==> config.mk <==
export PLATFORM = sky130hd
export DESIGN_NAME = goml_ctrl
export DESIGN_NICKNAME = d
export VERILOG_FILES = /design/src/rtl/goml_ctrl.sv
export SDC_FILE = /design/constraint.sdc
export NUM_CORES = 1
export LEC_CHECK = 0
export ABC_AREA = 1
export CAP_MARGIN = 20
export CORE_MARGIN = 2
export CORE_UTILIZATION = 55
export DETAILED_ROUTE_END_ITERATION = 6
export DONT_BUFFER_PORTS = 1
export GPL_TIMING_DRIVEN = 0
export MAX_ROUTING_LAYER = met4
export PLACE_DENSITY = 0.7
export REMOVE_ABC_BUFFERS = 1
export SYNTH_ARGS = -nofsm -noshare
export SYNTH_HDL_FRONTEND = slang
export SYNTH_SLANG_ARGS = --single-unit
==> constraint.sdc <==
create_clock -name clk -period 1.9 [get_ports clk]
set_input_delay 0.285 -clock clk [delete_from_list [all_inputs] [get_ports clk]]
set_output_delay 0.285 -clock clk [all_outputs]
set_load 0.1 [all_outputs]
==> src/rtl/goml_ctrl.sv <==
// goML launch/evaluate/replay controller: dual-rail error check with four-phase replay handshake.
// Optional macro GOML_RETRY_LIMIT_EN turns an error after MAX_RETRY replays into a fault.
module goml_ctrl #(
   parameter int MAX_RETRY    = 3,
   parameter int EVAL_TIMEOUT = 8
) (
   input  logic       clk,
   input  logic       rst,
   input  logic       req_in,
   output logic       ack_out,
   output logic       go_ml,
   output logic       sample,
   input  logic       err1,
   input  logic       err0,
   output logic       rreq,
   input  logic       reack,
   output logic [3:0] retry_cnt,
   output logic       busy,
   output logic       fatal,
   output logic [2:0] o_dbg_state
);

   typedef enum logic [2:0] {
      S_IDLE       = 3'd0,
      S_LAUNCH     = 3'd1,
      S_SAMPLE     = 3'd2,
      S_EVAL       = 3'd3,
      S_REPLAY     = 3'd4,
      S_REPLAY_RTZ = 3'd5,
      S_DONE       = 3'd6,
      S_FAULT      = 3'd7
   } state_t;

   localparam logic [7:0] LP_TMO_LAST = 8'(EVAL_TIMEOUT - 1);

   if (MAX_RETRY < 1 || MAX_RETRY > 15) begin : g_bad_max_retry
      $error("goml_ctrl: MAX_RETRY out of range 1..15");
   end
   if (EVAL_TIMEOUT < 2 || EVAL_TIMEOUT > 255) begin : g_bad_timeout
      $error("goml_ctrl: EVAL_TIMEOUT out of range 2..255");
   end

   state_t     r_state;
   state_t     w_next;
   logic [7:0] r_tmo;
   logic [7:0] w_tmo_next;
   logic [3:0] r_retry;
   logic [3:0] w_retry_next;
   logic [1:0] w_err;
   logic       r_go_ml, r_sample, r_rreq, r_ack, r_busy, r_fatal;
   logic       w_go_ml, w_sample, w_rreq, w_ack, w_busy, w_fatal;

   assign w_err = {err1, err0};

   always_comb begin
      w_next = r_state;
      case (r_state)
         S_IDLE:       if (req_in) w_next = S_LAUNCH;
         S_LAUNCH:     w_next = S_SAMPLE;
         S_SAMPLE:     w_next = S_EVAL;
         S_EVAL: begin
            case (w_err)
               2'b01: w_next = S_DONE;
`ifdef GOML_RETRY_LIMIT_EN
               2'b10: w_next = (r_retry == 4'(MAX_RETRY)) ? S_FAULT : S_REPLAY;
`else
               2'b10: w_next = S_REPLAY;
`endif
               2'b11: w_next = S_FAULT;
               default: if (r_tmo == LP_TMO_LAST) w_next = S_FAULT;
            endcase
         end
         S_REPLAY:     if (reack) w_next = S_REPLAY_RTZ;
         S_REPLAY_RTZ: if (!reack) w_next = S_LAUNCH;
         S_DONE:       if (!req_in) w_next = S_IDLE;
         S_FAULT:      w_next = S_FAULT;
         default:      w_next = S_IDLE;
      endcase
   end

   // Outputs are decoded from the next state so every output is a flop that
   // changes on the same edge as the state it belongs to.
   always_comb begin
      w_go_ml      = 1'b0;
      w_sample     = 1'b0;
      w_rreq       = 1'b0;
      w_ack        = 1'b0;
      w_busy       = 1'b1;
      w_fatal      = 1'b0;
      w_tmo_next   = 8'd0;
      w_retry_next = r_retry;
      case (w_next)
         S_IDLE:   w_busy = 1'b0;
         S_LAUNCH: w_go_ml = 1'b1;
         S_SAMPLE: begin
            w_go_ml  = 1'b1;
            w_sample = 1'b1;
         end
         S_EVAL:   w_go_ml = 1'b1;
         S_REPLAY: w_rreq = 1'b1;
         S_DONE:   w_ack = 1'b1;
         S_FAULT: begin
            w_busy  = 1'b0;
            w_fatal = 1'b1;
         end
         default:  w_busy = 1'b1;
      endcase
      if (r_state == S_EVAL && w_next == S_EVAL) begin
         w_tmo_next = r_tmo + 8'd1;
      end
      if (r_state == S_IDLE && w_next == S_LAUNCH) begin
         w_retry_next = 4'd0;
      end else if (r_state == S_EVAL && w_next == S_REPLAY && r_retry != 4'hF) begin
         w_retry_next = r_retry + 4'd1;
      end
   end

   always_ff @(posedge clk) begin
      if (rst) begin
         r_state  <= S_IDLE;
         r_tmo    <= 8'd0;
         r_retry  <= 4'd0;
         r_go_ml  <= 1'b0;
         r_sample <= 1'b0;
         r_rreq   <= 1'b0;
         r_ack    <= 1'b0;
         r_busy   <= 1'b0;
         r_fatal  <= 1'b0;
      end else begin
         r_state  <= w_next;
         r_tmo    <= w_tmo_next;
         r_retry  <= w_retry_next;
         r_go_ml  <= w_go_ml;
         r_sample <= w_sample;
         r_rreq   <= w_rreq;
         r_ack    <= w_ack;
         r_busy   <= w_busy;
         r_fatal  <= w_fatal;
      end
   end

   assign go_ml       = r_go_ml;
   assign sample      = r_sample;
   assign rreq        = r_rreq;
   assign ack_out     = r_ack;
   assign busy        = r_busy;
   assign fatal       = r_fatal;
   assign retry_cnt   = r_retry;
   assign o_dbg_state = r_state;

endmodule

==> results of run 1 <==
where the power goes:
| part | total [mW] | leakage [nW] | switching [mW] | internal (mW) |
|---|---|---|---|---|
| logic | 0.163 | 0.258 | 0.114 | 0.0490 |
| clock network | 0.208 | 0.0177 | 0.129 | 0.0784 |
| registers | 0.698 | 0.174 | 0.225 | 0.472 |
metal layers:
metal  vias up  part of all wire [%]  global-route usage [%]
met5         -                     0                       -
met4         0                   1.3                   6.857
met3         5                   4.6                   3.922
met2        20                    47                   32.22
met1       364                    47                   24.34
li1        421                     -                       -
kinds of logic (layout without fill, tap and decap cells):
logic type / after synthesis / after routing / synth area share (%)
compound gates: 15 / 15 / 7.929
xor+xnor: 3 / 3 / 2.686
fa+ha+maj: 2 / 2 / 2.557
buf+inv: 18 / 22 / 6.905
flops: 21 / 21 / 42.97
simple gates: 71 / 71 / 36.96
area by class of cell:
cell class	instances	area, um^2
clock buffer	3	22.52
clock inverter	1	5.005
fill	171	654.4
inverter	18	67.56
multi-input combinational	91	490.5
sequential	21	436.7
tap	25	31.28
stage by stage:
step                      util [%]  hold WS (ns)  instance area [um^2]
final                        61.69       0.03326                  1054
after global routing         61.69       0.02193                  1054
after CTS                    61.47       0.03090                  1050
after detailed placement     59.12        0.3569                  1010
after global placement       59.12        0.3613                  1010
after floorplan                  -        0.3541                 978.4
state kept, by name, indices dropped and copies added (netlist names):
| register | flops |
|---|---|
| r_tmo | 8 |
| retry_cnt | 4 |
| o_dbg_state | 3 |
| ack_out | 1 |
| busy | 1 |
| fatal | 1 |
| go_ml | 1 |
| rreq | 1 |
| sample | 1 |
final timing paths:
path / start / to / slack, ns / depth (start not counted)
setup / recovery: o_dbg_state[1]$_SDFF_PP0_ / retry_cnt[2]$_SDFFE_PP0P_ / 0.14 / 10
hold / removal: rst / o_dbg_state[1]$_SDFF_PP0_ / 0.03 / 1
setup reg to reg: o_dbg_state[1]$_SDFF_PP0_ / retry_cnt[2]$_SDFFE_PP0P_ / 0.14 / 10
hold reg to reg: r_tmo[0]$_SDFF_PP0_ / r_tmo[0]$_SDFF_PP0_ / 0.45 / 1
cell usage after synthesis (all sizes together):
master / count
a21o: 1
a21oi: 6
dfxtp: 21
ha: 2
inv: 18
nand2: 29
nand3: 12
nand4: 1
nor2: 23
nor3: 3
nor3b: 3
o21ai: 8
xnor2: 1
xor2: 2
repair_timing:
| item | 4_1_cts | 5_1_grt |
|---|---|---|
| endpoints found under the setup margin | 21 | 4 |
| gates resized for setup | 8 | 2 |
| hold buffers | 0 | 0 |
| cloned | 0 | 0 |
==> results.ini, run 1 <==
[detailed_routing]
drc = 0
drtIter0Drc = 6
antenna_left = 0
avgRoutedWirePerCell_um = 11.28
drt-pass1-iter-count = 4
avgViaCountPerCell = 5.094
vias = 810
drt-total-wl_mm = 1.794

[synth]
synth-seq-cells = 21
synth_area_um2 = 978.4
ys_warn_count = 0
netlist.area_leader.share_pct = 42.97
yosysTopAreaCell = dfxtp_1
synth.top_cells.by_area = dfxtp_1 43%, nand2_1 10%, nor2_1 7.7%
synthDistinctLibCells = 24
seq_area_frac_synth_pct = 42.97
postSynthAreaPerCell_um2 = 7.526
synthCells = 130

[setup_path]
critPathBufInv = 3
start_kind = flip-flop
critPathTopFamily = simple AND/OR/NAND/NOR gates
cp_data_arrival_time_ns = 1.99
path_max_fanout = 7
path_cells = inv_1 -> nand3_1 -> o21ai_0 -> inv_1 -> nand3_2 -> inv_2 -> nand3_2 -> nor2_4 -> nand2_1 -> a21oi_1
cpPeakStageDelay_ns = 0.57
cp.required_ns = 2.13
path_class = reg2reg
crit_path_end_kind = flip-flop
critPathSlowestCell = dfxtp_4

[global_routing]
gr-usage-all-layers_pct = 19.83
grt_pass1_vias = 771
grt_max_degree = 13
antenna_found_initial = 0
grt_pass1_wl_mm = 2.994
grt_overflow_total = 0

[final_layout]
fin_nets = 143
syn_to_final_growth_pct = 7.673
drive_gt1_share_pct = 20.15
final_common_cell = nand2_1
num_antenna_cells = 0
mostFrequentLayoutCells = 26 x nand2_1, 20 x nor2_1, 14 x inv_1, 14 x dfxtp_1, 9 x nand3_1
layout.cells.non_filler = 159

[power]
leakagePower_nw = 0.4503
fin_total_pwr_mw = 1.069
peakVddDrop_v = 0.0008542
p_per_area_nw_per_um2 = 1014

[floorplanning]
ios = 19
initial_utilization_pct = 57.29
fp.dieH_um = 46.18
dieWidth_um = 46.18
fp.coreArea_um2 = 1708
die_area_um2 = 2132
fp-row-count = 15

[placed_design]
place_congestion = 0.8118
place_hpwl_mm = 1.354
dp.cells = 155
port_buffers = 0
detailedPlace.worstSlack_ns = -0.4912

[timing]
setup_viol = 0
fin_skew_ns = 0.004647
grt_setup_unrepaired = false
worstMarginPinSlew_ns = 0.9411
setup_slack_ns = 0.1360
final-max-slew-violation-count = 0
min_period_ns = 1.764
relSlewSlack_pct = 37.18
hold_viol_final = 0
fmax_mhz = 566.9
min_period_over_period_pct = 92.84
tns_ns = 0

[cts]
clock_latency_ns = 0.30
clock_path_buffers = 2
numCtsBuffers = 3
cts_setup_buffers = 0
cts_tree = done
clkSinkCount = 21
root_buffer = clkbuf_4
htreeDepth = 1
path_clk_slew_ns = 0.11

[min_path]
hold_class = in2reg

[flow_run]
maxCapViolations = 0

[status]
status = finished, final reports clean

Power figures use the tool's default switching activity.
==> run 2: changes to the inputs <==
CORE_MARGIN = default   (was 2)
CORE_UTILIZATION = 40   (was 55)
PLACE_DENSITY = default   (was 0.7)
==> results.ini, run 2 (same netlist as run 1, synthesis figures left out) <==
[cts]
numCtsBuffers = 3  ; unchanged
root_buffer = clkbuf_4
path_clk_slew_ns = 0.12  ; about the same
cts_tree = done
htreeDepth = 1  ; unchanged
clock_latency_ns = 0.30  ; about the same
cts_hold_buf = 0  ; unchanged
clkSinkCount = 21  ; unchanged
clock_path_buffers = 2  ; unchanged

[setup_path]
path_max_fanout = 5  ; -2
cp_data_arrival_time_ns = 2.03  ; +0.04 ns
path_class = reg2reg
crit_path_end_kind = flip-flop
start_kind = flip-flop
cp.required_ns = 2.10  ; -0.03 ns

[detailed_routing]
antenna_left = 0  ; unchanged
avgRoutedWirePerCell_um = 10.99  ; -2.6%
drt-total-wl_mm = 1.780  ; -0.78%
drt-pass1-iter-count = 6  ; +2
drc = 0  ; unchanged
drtIter0Drc = 10  ; +4
avgViaCountPerCell = 4.765  ; -6.5%
vias = 772  ; -4.7%

[min_path]
hold_class = in2reg

[global_routing]
grt_pass1_vias = 754  ; -2.2%
grt_overflow_total = 0  ; unchanged
grt_pass1_wl_mm = 3.070  ; +2.5%
grt_max_degree = 13  ; unchanged
gr-usage-all-layers_pct = 15.99  ; -3.8 points
antenna_found_initial = 0  ; unchanged

[floorplanning]
fp-row-count = 17  ; +2
die_area_um2 = 2648  ; +24%
ios = 19  ; unchanged
dieWidth_um = 51.46  ; +11%
fp.dieH_um = 51.46  ; +11%
initial_utilization_pct = 43.40  ; -14 points
fp.coreArea_um2 = 2255  ; +32%

[power]
p_per_area_nw_per_um2 = 1018  ; +0.39%
peakVddDrop_v = 0.0005188  ; -39%
leakagePower_nw = 0.4497  ; -0.15%

[timing]
fin_hold_ws_ns = 0.03432  ; +0.001050 ns
fmax_mhz = 545.9  ; -3.7%
min_period_over_period_pct = 96.40  ; +3.6 points
worstMarginPinSlew_ns = 1.027  ; +0.08621 ns
relSlewSlack_pct = 31.42  ; -5.8 points
setup_slack_ns = 0.06833  ; -0.06771 ns
fin_skew_ns = 0.008739  ; +0.004091 ns
min_period_ns = 1.832  ; +0.06771 ns
final-max-slew-violation-count = 0  ; unchanged
grt_setup_unrepaired = false
hold_viol_final = 0  ; unchanged
setup_viol = 0  ; unchanged

[placed_design]
place_congestion = 0.7974  ; -1.8%
port_buffers = 0  ; unchanged
detailedPlace.worstSlack_ns = -0.4961  ; -0.004877 ns
place_hpwl_mm = 1.408  ; +4.0%

[final_layout]
num_antenna_cells = 0  ; unchanged
syn_to_final_growth_pct = 7.928
largest_reg_flops = 8  ; unchanged
multi_input_area_um2 = 490.5  ; unchanged
drive_gt1_share_pct = 20.15  ; unchanged
nFillCells = 265  ; +55%
final_common_cell = nand2_1
largest_register = r_tmo
seqCellArea_um2 = 435.4  ; -0.29%
mostFrequentLayoutCells = 26 x nand2_1, 20 x nor2_1, 15 x dfxtp_1, 13 x inv_1, 9 x nand3_1
fin_nets = 143  ; unchanged

[status]
status = finished, final reports clean

[flow_run]
maxCapViolations = 0  ; unchanged

-- run 2: cell types whose count changed in the layout (fill, tap and decap cells not counted) --
cell / previous run / this run
inv_1: 14 / 13
dfxtp_1: 14 / 15
dfxtp_2: 4 / 3
inv_2: 4 / 5
-- run 2: area by class of cell --
type | count | share of cell area [%]
tap | 28 | 3.318
multi-input combinational | 91 | 46.45
inverter | 18 | 6.398
clock inverter | 1 | 0.4739
sequential | 21 | 41.23
clock buffer | 3 | 2.133
-- run 2: repair_timing --
| item | 4_1_cts | 5_1_grt |
|---|---|---|
| setup buffers | 0 | 0 |
| gates resized for setup | 7 | 3 |
| endpoints found under the setup margin | 21 | 4 |
-- run 2: per-layer routing --
layer / global-route usage [%] / routed length, um
met3: 3.571 / 96
met2: 23.59 / 761
met4: 6.757 / 13
met1: 20.91 / 909
met5: - / 0
-- run 2: through the flow --
| step | cells | total power [mW] | TNS, ns | area [um^2] | utilization, % |
|---|---|---|---|---|---|
| 2_1_floorplan | 130 | 0.8333 | -2.040 | 978.4 | - |
| 3_3_place_gp | 158 | 0.8618 | -5.343 | 1013 | 44.95 |
| 3_5_place_dp | 158 | 0.8693 | -6.354 | 1013 | 44.95 |
| 4_1_cts | 162 | 1.081 | 0 | 1052 | 46.67 |
| 5_1_grt | 162 | 1.132 | 0 | 1056 | 46.84 |
| 6_report | 162 | 1.076 | 0 | 1056 | 46.84 |
-- run 2: where the power goes --
part,leakage (nW),switching [mW],internal (mW)
Combinational,0.258,0.117,0.0493
Clock,0.0177,0.132,0.0784
Sequential,0.174,0.226,0.472
-- run 2: critical path, stage by stage, from the launching register on --
cell and delay (ns):
dfxtp_1 1.02, nand3_1 0.26, nand3_4 0.21, nor2_4 0.06
o21ai_1 0.12, nor2_1 0.06
-- run 2: path summary, 6_finish.rpt --
kind,startpoint,end,slack [ns],cells past startpoint
setup / recovery,retry_cnt[3]$_SDFFE_PP0P_,retry_cnt[0]$_SDFFE_PP0P_,0.07,5
setup reg to reg,retry_cnt[3]$_SDFFE_PP0P_,retry_cnt[0]$_SDFFE_PP0P_,0.07,5
hold / removal,rst,o_dbg_state[1]$_SDFF_PP0_,0.03,1
hold reg to reg,r_tmo[0]$_SDFF_PP0_,r_tmo[0]$_SDFF_PP0_,0.46,1
==> run 3: changes to the inputs <==
clock period = 2 ns   (was 1.9 ns; I/O delays follow)
==> results.ini, run 3 (same netlist as run 1, synthesis figures left out) <==
[timing]
min_period_ns = 1.866  ; +0.03399 ns
min_period_over_period_pct = 93.28  ; -3.1 points
hold_viol_final = 0  ; unchanged
final-max-slew-violation-count = 0  ; unchanged
fin_skew_ns = 0.008373  ; -0.0003653 ns
relSlewSlack_pct = 29.37  ; -2.1 points
worstMarginPinSlew_ns = 1.058  ; +0.03074 ns
grt_setup_unrepaired = false
setup_viol = 0  ; unchanged
fmax_mhz = 536.0  ; -1.8%

[min_path]
hp-start = rst
hold_class = in2reg
min_path_cells = 1  ; unchanged

[detailed_routing]
drtIter0Drc = 10  ; unchanged
antenna_left = 0  ; unchanged
avgRoutedWirePerCell_um = 10.99  ; about the same
drt-pass1-iter-count = 6  ; unchanged
drt-total-wl_mm = 1.781  ; about the same
drc = 0  ; unchanged
vias = 775  ; +0.39%
avgViaCountPerCell = 4.784  ; +0.39%

[floorplanning]
fp-row-count = 17  ; unchanged
ios = 19  ; unchanged
dieWidth_um = 51.46  ; unchanged
fp.coreArea_um2 = 2255  ; unchanged
die_area_um2 = 2648  ; unchanged
initial_utilization_pct = 43.40  ; unchanged
fp.dieH_um = 51.46  ; unchanged

[flow_run]
maxCapViolations = 0  ; unchanged

[power]
p_per_area_nw_per_um2 = 971.4  ; -4.6%
fin_total_pwr_mw = 1.022  ; -5.0%
peakVddDrop_v = 0.0004925  ; -5.1%
leakagePower_nw = 0.4490  ; -0.15%

[placed_design]
place_hpwl_mm = 1.408  ; unchanged
port_buffers = 0  ; unchanged
place_congestion = 0.7974  ; unchanged
dp.cells = 158  ; unchanged

[status]
status = finished, final reports clean

[final_layout]
syn_to_final_growth_pct = 7.545
largest_reg_flops = 8  ; unchanged
fin_nets = 143  ; unchanged
final_common_cell = nand2_1
drive_gt1_share_pct = 18.66  ; -1.5 points
mostFrequentLayoutCells = 26 x nand2_1, 20 x nor2_1, 16 x dfxtp_1, 14 x inv_1, 9 x nand3_1
layout.cells.non_filler = 162  ; unchanged
largest_register = r_tmo
num_antenna_cells = 0  ; unchanged

[setup_path]
cp.required_ns = 2.24  ; +0.14 ns
start_kind = flip-flop
path_cells = inv_2 -> nand3_1 -> nand3_2 -> inv_2 -> nand3_2 -> nor2_4 -> nand2_1 -> a21oi_1
path_max_fanout = 7  ; +2
startpoint = o_dbg_state[2]$_SDFF_PP0_
cp_data_arrival_time_ns = 2.11  ; +0.08 ns
critPathTopFamily = flip-flops
path_class = reg2reg
crit_path_end_kind = flip-flop
critPathBufInv = 2  ; +2
rr_worst_depth = 8  ; +3
reg2reg_from = o_dbg_state[2]$_SDFF_PP0_
cp.depth = 8  ; +3
critPathSlowestCell = dfxtp_2
cpPeakStageDelay_ns = 0.76  ; -0.26 ns

[global_routing]
grt_pass1_vias = 754  ; unchanged
gr-usage-all-layers_pct = 15.99  ; unchanged
grt_max_degree = 13  ; unchanged
grt_pass1_wl_mm = 3.070  ; unchanged
grt_overflow_total = 0  ; unchanged
antenna_found_initial = 0  ; unchanged

[cts]
root_buffer = clkbuf_4
htreeDepth = 1  ; unchanged
path_clk_slew_ns = 0.12  ; about the same
clkSinkCount = 21  ; unchanged
clock_path_buffers = 2  ; unchanged
numCtsBuffers = 3  ; unchanged
cts_tree = done
clock_latency_ns = 0.30  ; about the same

run 3: area by class of cell:
| cell class | count | area, um^2 |
|---|---|---|
| clock buffer | 3 | 22.52 |
| sequential | 21 | 431.7 |
| multi-input combinational | 91 | 490.5 |
| inverter | 18 | 67.56 |
| tap | 28 | 35.03 |
| clock inverter | 1 | 5.005 |
| fill | 267 | 1202 |
run 3: through the flow:
step | setup TNS [ns] | utilization, % | hold WS, ns | setup WS, ns | instance area [um^2]
after floorplan | -0.6265 | - | 0.3691 | -0.1259 | 978.4
after global placement | -3.378 | 44.95 | 0.3807 | -0.3132 | 1013
after detailed placement | -4.338 | 44.95 | 0.3779 | -0.3961 | 1013
after CTS | 0 | 46.56 | 0.04018 | 0.05730 | 1050
after global routing | 0 | 46.67 | 0.02792 | 0.02994 | 1052
final | 0 | 46.67 | 0.04897 | 0.1343 | 1052
run 3: timing repair:
action | 4_1_cts | 5_1_grt
gates resized for setup | 6 | 1
setup buffers | 0 | 0
setup endpoints to repair | 20 | 4
hold buffers | 0 | 0
run 3: power by group:
| group | internal, mW | total, mW | leakage, nW | switching [mW] |
|---|---|---|---|---|
| registers | 0.449 | 0.664 | 0.173 | 0.214 |
| clock network | 0.0744 | 0.201 | 0.0177 | 0.126 |
| logic | 0.0465 | 0.158 | 0.258 | 0.112 |
run 3: final timing paths:
path,endpoint,slack [ns]
worst max-delay path,retry_cnt[3]$_SDFFE_PP0P_,0.13
worst min-delay path,o_dbg_state[1]$_SDFF_PP0_,0.05
worst max register to register,retry_cnt[3]$_SDFFE_PP0P_,0.13
worst min register to register,r_tmo[0]$_SDFF_PP0_,0.46
run 3: layer usage:
layer	wire, um	vias to the layer above	GRT usage, %
met3	106	2	3.571
met2	767	20	23.59
li1	-	423	-
met5	0	-	-
met4	13	0	6.757
met1	893	330	20.91
